### src/rtl/riscv_test_monitor.sv
// riscv-tests pass/fail monitor: snoops tohost stores per core,
// tracks exit codes, counts cycles/retires and enforces a timeout.
module riscv_test_monitor #(
    parameter int                NUM_CH         = 1,
    parameter int                ADDR_W         = 32,
    parameter logic [ADDR_W-1:0] TOHOST_ADDR    = ADDR_W'(32'h0000_1000),
    parameter int                TIMEOUT_CYCLES = 500,
    parameter int                CNT_W          = 32
) (
    input  logic                    sys_clk,
    input  logic                    sys_rst_n,
    input  logic [NUM_CH-1:0]       ch_mem_we,
    input  logic [NUM_CH*ADDR_W-1:0] ch_mem_addr,
    input  logic [NUM_CH*32-1:0]    ch_mem_wdata,
    input  logic [NUM_CH-1:0]       ch_retire,
    output logic                    done,
    output logic                    pass,
    output logic                    timeout,
    output logic [NUM_CH-1:0]       fail_mask,
    output logic [30:0]             fail_testnum,
    output logic [CNT_W-1:0]        cycle_count,
    output logic [NUM_CH*CNT_W-1:0] retire_count
);

    typedef enum logic [1:0] {CH_RUN, CH_PASS, CH_FAIL} ch_state_t;
    typedef enum logic [1:0] {RUN, DONE, TIMEOUT} g_state_t;

    localparam logic [CNT_W-1:0] TO_LAST = CNT_W'(TIMEOUT_CYCLES - 1);

    ch_state_t   ch_state [NUM_CH];
    ch_state_t   ch_next  [NUM_CH];
    logic [30:0] code_q   [NUM_CH];
    logic [30:0] code_d   [NUM_CH];
    g_state_t    g_state, g_next;
    logic        all_term, all_term_next;
    logic [NUM_CH-1:0] fail_d;
    logic [30:0] testnum_d;

    // Walk channels high-to-low so the lowest failing index wins.
    always_comb begin
        all_term      = 1'b1;
        all_term_next = 1'b1;
        fail_d        = '0;
        testnum_d     = '0;
        for (int i = NUM_CH - 1; i >= 0; i--) begin
            ch_next[i] = ch_state[i];
            code_d[i]  = code_q[i];
            if (g_state == RUN && ch_state[i] == CH_RUN &&
                ch_mem_we[i] &&
                ch_mem_addr[i*ADDR_W +: ADDR_W] == TOHOST_ADDR) begin
                if (ch_mem_wdata[i*32 +: 32] == 32'd1) begin
                    ch_next[i] = CH_PASS;
                end else if (ch_mem_wdata[i*32]) begin
                    ch_next[i] = CH_FAIL;
                    code_d[i]  = ch_mem_wdata[i*32+1 +: 31];
                end
            end
            if (ch_state[i] == CH_RUN) all_term = 1'b0;
            if (ch_next[i] == CH_RUN) all_term_next = 1'b0;
            if (ch_next[i] == CH_FAIL) begin
                fail_d[i] = 1'b1;
                testnum_d = code_d[i];
            end
        end
    end

    // Completion beats timeout when both land on the same edge.
    always_comb begin
        g_next = g_state;
        unique case (g_state)
            RUN: begin
                if (all_term)
                    g_next = DONE;
                else if (TIMEOUT_CYCLES != 0 && cycle_count == TO_LAST &&
                         !all_term_next)
                    g_next = TIMEOUT;
            end
            default: g_next = g_state;
        endcase
    end

    always_ff @(posedge sys_clk or negedge sys_rst_n) begin
        if (!sys_rst_n) begin
            g_state      <= RUN;
            done         <= 1'b0;
            pass         <= 1'b0;
            timeout      <= 1'b0;
            fail_mask    <= '0;
            fail_testnum <= '0;
            cycle_count  <= '0;
            retire_count <= '0;
            for (int i = 0; i < NUM_CH; i++) begin
                ch_state[i] <= CH_RUN;
                code_q[i]   <= '0;
            end
        end else begin
            g_state      <= g_next;
            done         <= (g_next != RUN);
            timeout      <= (g_next == TIMEOUT);
            pass         <= (g_next == DONE) && (fail_d == '0);
            fail_mask    <= fail_d;
            fail_testnum <= testnum_d;
            if (g_state == RUN && cycle_count != '1)
                cycle_count <= cycle_count + CNT_W'(1);
            for (int i = 0; i < NUM_CH; i++) begin
                ch_state[i] <= ch_next[i];
                code_q[i]   <= code_d[i];
                if (ch_retire[i] && g_state == RUN &&
                    ch_state[i] == CH_RUN &&
                    retire_count[i*CNT_W +: CNT_W] != '1)
                    retire_count[i*CNT_W +: CNT_W] <=
                        retire_count[i*CNT_W +: CNT_W] + CNT_W'(1);
            end
        end
    end

endmodule
### config.mk
export PLATFORM = sky130hd
export DESIGN_NAME = riscv_test_monitor
export DESIGN_NICKNAME = d
export VERILOG_FILES = /design/src/rtl/riscv_test_monitor.sv
export SDC_FILE = /design/constraint.sdc
export NUM_CORES = 1
export LEC_CHECK = 0
export ABC_AREA = 1
export BUFFER_PORTS_ARGS = -buffer_cell sky130_fd_sc_hd__buf_2
export CAP_MARGIN = 10
export CORE_ASPECT_RATIO = 0.75
export CORE_MARGIN = 10
export CORE_UTILIZATION = 50
export DETAILED_ROUTE_END_ITERATION = 7
export PLACE_DENSITY = 0.76
export SLEW_MARGIN = 10
export SYNTH_ARGS = -nofsm -noshare
export SYNTH_HDL_FRONTEND = slang
export SYNTH_SLANG_ARGS = --single-unit
### constraint.sdc
create_clock -name sys_clk -period 4.2 [get_ports sys_clk]
set_clock_uncertainty 0.1 [all_clocks]
set_input_delay 0 -clock sys_clk [delete_from_list [all_inputs] [get_ports sys_clk]]
set_output_delay 0 -clock sys_clk [all_outputs]
set_load 0.1 [all_outputs]
## Word level (Yosys, flattened, before mapping)

Index checks and enable logic that the tools add are counted.

- Reduce and logical (&&, ||, !) cells: 13
- Muxes and demuxes: 11
- Add/subtract/negate cells: 2
- Bitwise gates (word level): 1
- Equality and inequality tests: 8

Operator list:

| kind | count |
|---|---|
| 31-bit two-way mux | 4 |
| 32-bit by 1-bit adder with 32-bit output (second input constant) | 2 |
| 32-bit inequality test (second input constant) | 2 |
| 32-bit by 1-bit == test with 1-bit output (second input constant) | 1 |
| 32-bit by 13-bit == test with 1-bit output (second input constant) | 1 |
| 32-bit by 9-bit == test with 1-bit output (second input constant) | 1 |
| 2-bit two-way mux | 6 |
| 1-bit logical AND | 9 |
| 2-bit zero test | 3 |
| 2-bit == test (second input constant) | 2 |
| 2-bit by 1-bit == test with 1-bit output (second input constant) | 1 |
| 2-bit nonzero test | 1 |
| 1-bit two-way mux | 1 |
| 1-bit inverter | 1 |

- Register bits after elaboration: 134
- Bits of input ports: 68
- Logic and storage cells: 45

## Depth between registers and ports, before layout

- Depth in word-level cells: 12
- Gate-level depth with buffers: 12

## Worst setup path after synthesis

OpenSTA, ideal clock, no wires.

- Kind: reg2reg
- Start: register retire_count[0]
- End: register retire_count[6]
- Setup time: 0.161 ns
- Arrival: 2.359 ns
- Cell stages (with the launch flop): 12
- Setup slack: 1.580 ns
- Clock period less this slack: 2.620 ns
- Cells stage by stage: dfrtp_1 > ha_1 > nand3_2 > nor2_2 > nand3_2 > nor2_4 > nand3_2 > nand2_4 > inv_2 > buf_6 > nand2_1 > xnor2_1

- Cells in the longest elaborated chain, start to end: 2
- Elaborated cells between the ends (all ways): 3

RTL lines:

| element | line | RTL |
|---|---|---|
| start: declaration | 22 | `output logic [NUM_CH*CNT_W-1:0] retire_count` |
| start signal: indexed assignment | 111 | `retire_count[i*CNT_W +: CNT_W] <=` |
| branches (longest 2 deep; another with 32-bit by 1-bit adder with 32-bit output) | -- |  |

Parallel ways; which one is timed is not known.
A chain may end at the register's enable or synchronous reset.

==> impl_metrics.yaml <==
outcome:
  status: "finished clean"
sta:
  finalWorstSetupSlack_ps: 1520
  period_needed_ps: 2680
  max_slew_margin_pct: 31.1
  worstMarginPinSlew_ps: 1030
  final-hold-violation-count: 0
  setup_viol: 0
  fmax_mhz: 373
  rsz0062_at_grt: "no"
  finalSetupTns_ps: 0
  fin_crit_sh_pct: 63.9
  report.final.slew_viol_count: 0
worst_setup_path:
  startpoint: "g_state[1]$_DFF_PN0_"
  critPathTopFamily: "simple AND/OR/NAND/NOR gates"
  crit_end: "fail_testnum[15]$_DFF_PN0_"
  reg2reg_slack_ps: 1520
  r2r_cells: 9
  worst_path_max_delay_cell: "nand3_4"
  cp-start-kind: "flip-flop"
  critPathCaptureType: "flip-flop"
  cp_max_fo: 62
  r2r_end: "fail_testnum[15]$_DFF_PN0_"
  max_stage_delay_ps: 740
  crit_chain: "nor2_4 > nand2_2 > nor2_2 > nand2_2 > nor2_4 > nand3_4 > nand2_2 > o21ai_2 > and2_1"
  arrival_ps: 2890
  crit_type: "flip-flop to flip-flop"
  crit_required_ps: 4410
  r2r_start: "g_state[1]$_DFF_PN0_"
  cp.depth: 9
  crit_top_cell: "nand2_2"
  critical_path_buf_inv_count: 0
die:
  core-area_sq_um: 13000
  rows: 36
  die_area_sq_um: 18400
  die_h_microns: 120
  start_util_pct: 51.3
  ios: 167
  dieWidth_microns: 153
routing:
  drtIter0Drc: 363
  totalWireLength_microns: 16900
  drc: 0
  ant_nets: 0
  routedWlPerCell_microns: 14.7
  vias_per_cell: 4.87
  vias: 5606
  drt_first_pass_iters: 5
grt:
  grt_start_max_net_pins: 110
  grt_pass1_wl_microns: 28100
  grt_pass1_vias: 5744
  antenna_found_initial: 1
  overflow: 0
  grt.total_usage_pct: 18.5
pwr:
  power.density_nw_per_um2: 344
  leakage_nw: 4.45
  irDropWorstVdd_v: 0.000268
cells_and_area:
  layout-drive-gt1-share_pct: 28.9
  design_area_sq_um: 8570
  fin_cells: 1150
  nNetsFinal: 1035
  fillers: 1055
  syn_to_final_growth_pct: 28.3
place:
  place_congestion: 0.889
  dp_slack_ps: 1600
  dp_hpwl_microns: 12000
  placedCellCount: 1083
  io_buffers: 166
  dpl_cell_area_sq_um: 7600
synth:
  synth_flop_cell: "dfrtp_1"
  seq_area_frac_synth_pct: 50.2
  syn_inst: 760
  synth_commonest_cells: "148 x nand2_1, 134 x dfrtp_1, 97 x inv_1"
  yosysTopAreaCell: "dfrtp_1"
  netlist_area_sq_um: 6680
  yosysMostFrequentCell: "nand2_1"
  synth_edf_count: 0
  synthTopCellsByArea: "dfrtp_1 50%, nand2_1 8.3%, xor2_1 5.5%"
  ys.warnings.count: 0
  postSynthNetCount: 830
  synth.distinct_cells: 32
  ys_seq_elements: 134
  synth_area_per_cell_sq_um: 8.79
  netlist.area_leader.share_pct: 50.2
  async_flop_share_pct: 100
min_path:
  min_path_type: "primary input to flip-flop"
  whs_path_depth: 8
clocking:
  clk_pin_slew_ps: 60
  cts_tree: "built"
  cts_sinks: 134
  post_cts_resize_count: 0
  clockBufferDepth: 2
  htree_levels: 4
  cts_root_buffer: "clkbuf_16"
  post-cts-setup-buffers: 0
  insertion_delay_ps: 420
  hold_buffers: 34
  numCtsBuffers: 17
job:
  drv_cap: 0
-- how the worst min path moves through the flow --
stage	endpoint	from
detailed placement	fail_testnum[7]$_DFF_PN0_	sys_rst_n
global route	ch_state[0]$_DFF_PN0_	ch_mem_addr[22]
CTS	ch_state[0]$_DFF_PN0_	ch_mem_addr[26]
global placement	fail_testnum[10]$_DFF_PN0_	sys_rst_n
finish	ch_state[0]$_DFF_PN0_	ch_mem_addr[26]
floorplan	ch_state[0]$_DFF_PN0_	sys_rst_n
-- power breakdown --
group / switching (mW) / leakage [nW] / total [mW] / internal, mW
Clock: 0.555 / 0.297 / 1.55 / 0.996
Combinational: 0.0568 / 2.37 / 0.107 / 0.0503
Sequential: 0.0000000000288 / 1.79 / 1.29 / 1.29
Total: 0.611 / 4.45 / 2.95 / 2.34
-- per-stage QoR --
stage                     hold WS, ps  utilization [%]  total power, mW
after floorplan                  -396                -             1.33
after global routing              107             65.8             3.05
after detailed placement         94.6             58.4             1.40
after CTS                        58.7             65.8             2.97
final                            63.8             65.8             2.95
after global placement           89.4             58.4             1.40
-- logic make-up after synthesis --
logic type      after synthesis  synth area share (%)
compound gates               46                  5.26
xor+xnor                     56                  7.34
fa+ha+maj                     2                 0.375
buf+inv                     115                  7.68
flops                       134                  50.2
simple gates                407                  29.1
-- worst register-to-register path, cell delays in order (launching register included) --
cell and delay, ps:
dfrtp_1 420, nor2_4 200, nand2_2 90, nor2_2 110
nand2_2 80, nor2_4 150, nand3_4 740, nand2_2 370
o21ai_2 110, and2_1 200
-- layer usage --
layer / GRT usage [%] / up-vias / routed length (microns)
met1: 23.8 / 2596 / 7740
met4: 6.18 / 0 / 281
met2: 29.2 / 201 / 7820
met5: 0 / - / 0
met3: 5.71 / 22 / 1100
li1: - / 2787 / -
-- sequential cells by signal (all words and copies together) (netlist names) --
| signal | count |
|---|---|
| pass | 1 |
| fail_mask | 1 |
| ch_state | 2 |
| fail_testnum | 31 |
| retire_count | 32 |
| code_q | 31 |
| done | 1 |
| g_state | 2 |
| timeout | 1 |
| cycle_count | 32 |
-- layout make-up --
cell class	instances	area, sq um	area share, %
clock inverters	11	148	1.72
multi-input cells	511	2810	32.8
repair buffers	201	1180	13.8
well taps	171	214	2.50
clock buffers	21	480	5.61
diodes	1	2.50	0.0292
inverters	100	375	4.38
flip-flops and latches	134	3350	39.1
-- placed cells by master (no fill, tap or decap), drive strengths merged --
cell type	netlist	layout
nand2	181	181
buf	14	167
dfrtp	134	134
inv	100	100
nor2	99	99
o21ai	43	43
xor2	42	42
nand3	37	37
dlygate4sd3	0	34
and2	31	31
nor3	30	30
clkbuf	1	21
nand4	20	20
xnor2	14	14
clkinvlp	0	4
clkinv	0	4
nor4	3	3
bufinv	0	3
o21bai	2	2
or2	2	2
and3	2	2
ha	2	2
diode	0	1
a21oi	1	1
nor3b	1	1
nand3b	1	1
(Power assumes the default switching activity.)
